`src/rtl/player_move_ctrl.sv`:
```
// player_move_ctrl: debounces the four direction buttons, divides clk into the move clock btnClk2,
// and produces registered per-direction move permissions bounded by the screen edges.
// Ports:
//   clk                 system clock, all state on its rising edge
//   rst                 asynchronous active-low reset
//   btns[3:0]           raw buttons: [3]=up [2]=down [1]=left [0]=right
//   hPos, vPos          player top-left position fed back from the player object
//   btns_db[3:0]        debounced buttons, same bit order
//   btnClk2             divided move clock, period 2*MOVE_DIV
//   up/down/left/rightEnable  registered move permissions
// Optional feature macro: PLAYER_DIAG_MOVE_EN (allows one vertical plus one horizontal enable together).
module player_move_ctrl #(
    parameter int unsigned DB_CYCLES = 1000000,
    parameter int unsigned MOVE_DIV  = 2500000,
    parameter int unsigned H_MAX     = 640,
    parameter int unsigned V_MAX     = 480,
    parameter int unsigned OBJ_W     = 12,
    parameter int unsigned OBJ_H     = 12,
    parameter int unsigned STEP      = 1
) (
    input  logic        clk,
    input  logic        rst,
    input  logic [3:0]  btns,
    input  logic [31:0] hPos,
    input  logic [31:0] vPos,
    output logic [3:0]  btns_db,
    output logic        btnClk2,
    output logic        upEnable,
    output logic        downEnable,
    output logic        leftEnable,
    output logic        rightEnable
);
    localparam int unsigned CW = $clog2(DB_CYCLES + 1);
    localparam int unsigned DW = (MOVE_DIV > 1) ? $clog2(MOVE_DIV) : 1;
    localparam logic [CW-1:0] DB_LAST  = CW'(DB_CYCLES - 1);
    localparam logic [DW-1:0] DIV_LAST = DW'(MOVE_DIV - 1);

    logic [3:0]         sync1_q, sync1_d, sync2_q, sync2_d, db_q, db_d, en_q, en_d;
    logic [3:0][CW-1:0] cnt_q, cnt_d;
    logic [DW-1:0]      div_q, div_d;
    logic               clk2_q, clk2_d;
    logic               up_c, dn_c, lf_c, rt_c;

    always_comb begin
        sync1_d = btns;
        sync2_d = sync1_q;
        db_d    = db_q;
        for (int i = 0; i < 4; i++) begin
            cnt_d[i] = '0;
            // Counter only runs while the synced bit disagrees with the output; any match restarts it.
            if (sync2_q[i] != db_q[i]) begin
                if (cnt_q[i] == DB_LAST)
                    db_d[i] = sync2_q[i];
                else
                    cnt_d[i] = cnt_q[i] + 1'b1;
            end
        end
        div_d  = (div_q == DIV_LAST) ? '0 : div_q + 1'b1;
        clk2_d = (div_q == DIV_LAST) ? ~clk2_q : clk2_q;
        // 33-bit sums so positions near 2^32-1 deny motion instead of wrapping.
        up_c = db_q[3] & ~db_q[2] & (vPos >= 32'(STEP));
        dn_c = db_q[2] & ~db_q[3] & (({1'b0, vPos} + 33'(OBJ_H) + 33'(STEP)) <= 33'(V_MAX));
        lf_c = db_q[1] & ~db_q[0] & (hPos >= 32'(STEP));
        rt_c = db_q[0] & ~db_q[1] & (({1'b0, hPos} + 33'(OBJ_W) + 33'(STEP)) <= 33'(H_MAX));
`ifdef PLAYER_DIAG_MOVE_EN
        en_d = {up_c, dn_c, lf_c, rt_c};
`else
        en_d = {up_c, dn_c & ~up_c, lf_c & ~up_c & ~dn_c, rt_c & ~up_c & ~dn_c & ~lf_c};
`endif
    end

    always_ff @(posedge clk or negedge rst) begin
        if (!rst) begin
            sync1_q <= '0;
            sync2_q <= '0;
            db_q    <= '0;
            cnt_q   <= '0;
            div_q   <= '0;
            clk2_q  <= 1'b0;
            en_q    <= '0;
        end else begin
            sync1_q <= sync1_d;
            sync2_q <= sync2_d;
            db_q    <= db_d;
            cnt_q   <= cnt_d;
            div_q   <= div_d;
            clk2_q  <= clk2_d;
            en_q    <= en_d;
        end
    end

    assign btns_db     = db_q;
    assign btnClk2     = clk2_q;
    assign upEnable    = en_q[3];
    assign downEnable  = en_q[2];
    assign leftEnable  = en_q[1];
    assign rightEnable = en_q[0];
endmodule

```
`config.mk`:
```
export PLATFORM = sky130hd
export DESIGN_NAME = player_move_ctrl
export DESIGN_NICKNAME = d
export VERILOG_FILES = /design/src/rtl/player_move_ctrl.sv
export SDC_FILE = /design/constraint.sdc
export NUM_CORES = 1
export LEC_CHECK = 0
export CORE_ASPECT_RATIO = 0.6
export CORE_MARGIN = 4
export CORE_UTILIZATION = 60
export DETAILED_ROUTE_END_ITERATION = 16
export HOLD_SLACK_MARGIN = 0.1
export PLACE_DENSITY_LB_ADDON = 0.12
export SYNTH_ARGS = -nofsm -noshare
export SYNTH_HDL_FRONTEND = slang
export SYNTH_SLANG_ARGS = --single-unit
```
`constraint.sdc`:
```
create_clock -name clk -period 4.93 [get_ports clk]
set_input_delay 0.986 -clock clk [delete_from_list [all_inputs] [get_ports clk]]
set_output_delay 0.986 -clock clk [all_outputs]
set_load 0.005 [all_outputs]
```
Yosys cells after proc, flatten, opt, wreduce, memory -nomap -nowiden
Cells that the tools add are included.
W data, S select, Z words.
{"block": "word_totals", "register_bits": 119, "word_cells": 70, "output_inout_bits": 9, "in_bits": 70}
{"block": "classes", "order_cmp": 4, "eq_ne": 9, "reduce_logical": 4, "n_bitwise": 22, "mux": 9, "addsub": 9}
{"operator": "$mux W20", "n": 8}
{"operator": "$add A20 B1 Y20 const B", "n": 4}
{"operator": "$eq A20 B20 Y1 const B", "n": 4}
{"operator": "$add A32 B4 Y33 const B", "n": 2}
{"operator": "$add A33 B1 Y33 const B", "n": 2}
{"operator": "$ge A32 B1 Y1 const B", "n": 2}
{"operator": "$le A33 B10 Y1 const B", "n": 1}
{"operator": "$le A33 B9 Y1 const B", "n": 1}
{"operator": "$add A22 B1 Y22 const B", "n": 1}
{"operator": "$eq A22 B22 Y1 const B", "n": 1}
{"operator": "$mux W22", "n": 1}
{"operator": "$and A1 B1 Y1", "n": 14}
{"operator": "$not A1 Y1", "n": 8}
{"operator": "$reduce_and A2 Y1", "n": 4}
{"operator": "$ne A1 B1 Y1", "n": 4}

Depth between registers and ports, before layout
{"block": "logic_depth", "depth_word": 7, "ltp_mapped": 9, "ltp_nobuf": 7}

Least setup slack after synthesis
Ideal clock, no wire load.
{"block": "synth_path", "path_type": "input-to-reg", "startpoint": "input port vPos[7]", "endpoint": "register en_q[1]", "t_arrival_ns": 2.451, "setup_time_ns": 0.141, "cell_stages": 6, "n_path_buf": 1, "required_ns": 4.789, "slack_ns": 2.338, "path_cell_list": "nand3_2 -> or3_1 -> buf_6 -> or4_4 -> a2111oi_2 -> a211oi_1"}
{"block": "synth_via", "elab_chain_len": 6}
{"item": "start: declaration", "line_no": "25", "source": "input logic [31:0] vPos,"}
{"item": "$add A32 B4 Y33", "line_no": "62", "source": "dn_c = db_q[2] & ~db_q[3] & (({1'b0, vPos} + 33'(OBJ_H) + 33'(STEP)) <= 33'(V_MAX));"}
{"item": "$add A33 B1 Y33", "line_no": "62"}
{"item": "$le A33 B9 Y1", "line_no": "62"}
{"item": "$and A1 B1 Y1", "line_no": "62"}
{"item": "$not A1 Y1", "line_no": "68", "source": "en_d = {up_c, dn_c & ~up_c, lf_c & ~up_c & ~dn_c, rt_c & ~up_c & ~dn_c & ~lf_c};"}
{"item": "$and A1 B1 Y1 (*)", "line_no": "68"}
{"item": "via en_d[1]", "line_no": "38", "source": "logic [3:0] sync1_q, sync1_d, sync2_q, sync2_d, db_q, db_d, en_q, en_d;"}
{"item": "end signal: assignment", "line_no": "88", "source": "en_q <= en_d;"}
{"item": "end: declaration", "line_no": "38"}
The timed path passes the listed nets; every way through them passes the cells marked *.
A chain may end at the register's enable or synchronous reset.

Worst setup path in the final report
{"block": "layout_path", "startpoint": "input port vPos[10]", "endpoint": "register en_q[1]"}
Same word-level chain as after synthesis.

==> summary.md <==
| Metric | Value |
|---|---|
| Placed cell area | 7160 sq um |
| Setup Skew | 9.86 ps |
| Final core utilization | 0.773 |
| Max VDD drop | 0.000277 V |
| Syn_area_per_cell | 9.38 sq um |
| Share of the synthesized area in the top cell type | 0.477 |
| Inserted Clock Buffers | 17 |
| Total Power | 2.38 mW |
| Final Net Count | 830 |
| Total Routing Usage GR | 0.248 |
| Setup CP Type | input port to flop |
| First-pass GRT wire length | 24,500 um |
| Fraction of layout cells with a size suffix above 1 | 0.0587 |
| Vias in the first global route | 5,300 |
| Pin count of the biggest net entering global routing | 88 |
| Cell Area, Synth | 6250 sq um |
| Die H | 87.0 um |
| Slew Viols, Final | 0 |
| Status | finished clean |
| Routed WL | 14,500 um |
| Pwr dens | 307 nW/um^2 |
| Total leakage power | 3.17 nW |
| CP Launch Type | input port |
| Clock sink count | 119 |
| Worst hold path type | flop to flop |
| Routability congestion estimate from global placement | 0.863 |
| Asr flop ratio synth | 1.00 |
| Syn. warnings | 0 |
| Crit. End Element | flop |
| Most common cell in the synthesized netlist | nor2_1 |
| DRC | 0 |
| Buf/Inv on CP | 1 |
| Placed cells | 871 |
| CP Cell Sequence | clkdlybuf4s50_1, nand4_1, nor3_2, nand4_1, xnor2_1, a2111oi_2, a211oi_1 |
| Worst EP arrival | 3240 ps |
| Hold slack final | 361 ps |
| Non-Filler Instances | 901 |
| CTS tree | done |
| Clk root buf | clkbuf_16 |
| Count of distinct cell types in the synthesized netlist | 55 |
| CTS H-Tree Depth | 4 |
| ANT nets after route | 0 |
| CP required | 5190 ps |
| Post-CTS setup buffers | 0 |
| Fin. Hold Viols | 0 |
| Main synth FF type | dfrtp_1 |
| Mapped Cells | 666 |
| DR pass1 iterations | 5 |
| Worst Path Max Fanout | 8 |
| Area growth, synth to finish | 24.1% |
| Vias | 5,301 |
| Setup_tns | 0 ps |
| Worst path max stage delay | 620 ps |
| Max frequency | 336 MHz |
| Endpoints failing setup | 0 |
| Synth cell count leaders | nor2_1 (126), dfrtp_1 (119), nand3_1 (64) |
| Width of the chip | 140 um |
| Max clock buf depth | 2 |
| Net Count, Synth | 741 |
| Die area | 12,200 sq um |
| Slowest CP cell | clkdlybuf4s50_1 |
| Resize count post-CTS | 0 |
| CP delay by family, top | simple AND/OR/NAND/NOR gates |
| Count of flip-flops with a built-in enable after synthesis | 0 |
| Post-synth top area cell | dfrtp_1 |
| Via density | 5.88 |
| Clock transition at path regs | 50 ps |
| Skew-Pair Late Insertion Delay | 410 ps |
| Antenna violations before repair | 0 |
| Setup ws final | 1950 ps |
| Port bufs | 78 |
| Slew of the pin with the lowest slew margin | 1090 ps |
| Fin crit share | 0.604 |
| Area of the core | 10,000 sq um |
| Boundary Pins | 79 |
| Grt total ovfl | 0 |
| Drt wl/cell | 16.1 um |
| Initial core utilization | 0.624 |
| HPWL Detailed | 10,200 um |
| Row cnt | 28 |
| Crit path time final | 2980 ps |
| Area contributors post-synth | dfrtp_1 (48%), xor2_1 (8.0%), nor2_1 (7.6%) |
| ANT cells | 0 |
| Worst slack at placement | 1610 ps |
| Sequential fraction of the synthesis area | 0.477 |
| Synth Register Bits | 119 |
| RSZ-0062 raised after global routing | no |
| Post-cts hold buffer count | 0 |
| Max-cap viol count | 0 |
| Initial DRC count | 237 |
| Most frequent CP cell | nand4_1 |
| Worst slew margin | 0.272 |
| Fin area | 7750 sq um |
==> layer usage <==
layer  GRT usage  vias up  wire, um
met5           0        -         0
met4      0.0906        0       216
met3      0.0565       25       898
met2       0.393      191      6680
met1       0.340     2565      6690
li1            -     2520         -
==> area by class of cell <==
type | count | area [sq um]
Fill cell | 673 | 2270
Timing Repair Buffer | 81 | 801
Sequential cell | 119 | 2980
Clock inverter | 9 | 126
Tap cell | 135 | 169
Clock buffer | 21 | 460
Multi-Input combinational cell | 516 | 3140
Inverter | 20 | 75.1
==> path summary, 6_finish.rpt <==
kind                            slack (ps)  depth (start not counted)          to        from
worst max-delay path                  1950                          7     en_q[1]    vPos[10]
worst min-delay path                   360                          0  sync2_q[1]  sync1_q[1]
worst max register to register        2590                          6   cnt_q[39]   cnt_q[20]
worst min register to register         360                          0  sync2_q[1]  sync1_q[1]
max in group asynchronous             3170                          2   cnt_q[77]         rst
min in group asynchronous              750                          1   cnt_q[60]         rst
==> layout by cell type (no fill, tap or decap), types with 4 or more instances in the layout <==
cell / instances
a211oi_1: 4
a21oi_1: 4
and2_1: 9
and3_1: 13
and4_1: 7
buf_4: 4
clkbuf_16: 17
clkdlybuf4s50_1: 77
clkinv_2: 4
dfrtp_1: 119
ha_1: 5
inv_1: 20
nand2_1: 46
nand2b_1: 7
nand3_1: 64
nand4_1: 25
nor2_1: 126
nor3_1: 22
nor4_1: 18
nor4b_1: 4
nor4bb_1: 4
o21ai_0: 8
or4_1: 4
xnor2_1: 42
xor2_1: 57
==> state kept, by name, summed over array words and instances, names as in the netlist <==
name and count:
cnt_q 80, div_q 22, btns_db 4, en_q 4, sync1_q 4, sync2_q 4
btnClk2 1
==> kinds of logic after synthesis <==
family	count (synthesis)	share of synthesized area
xor+xnor	99	0.139
mux	5	0.00841
compound gates	43	0.0551
buf+inv	31	0.0206
fa+ha+maj	5	0.0100
simple gates	364	0.290
flops	119	0.477
==> report_power, final <==
part / total [mW] / switching, mW / internal, mW
clock: 1.23 / 0.418 / 0.812
combinational: 0.152 / 0.0793 / 0.0722
sequential: 1.00 / 0.0106 / 0.989
==> worst reg2reg max path: stages (launching register included) <==
cell      delay, ps
dfrtp_1         410
ha_1            270
and2_1          240
nand2_1         110
nor4_1          370
nand2b_1        650
nor2_1          140
No activity file was read; power rests on OpenSTA's default activity.
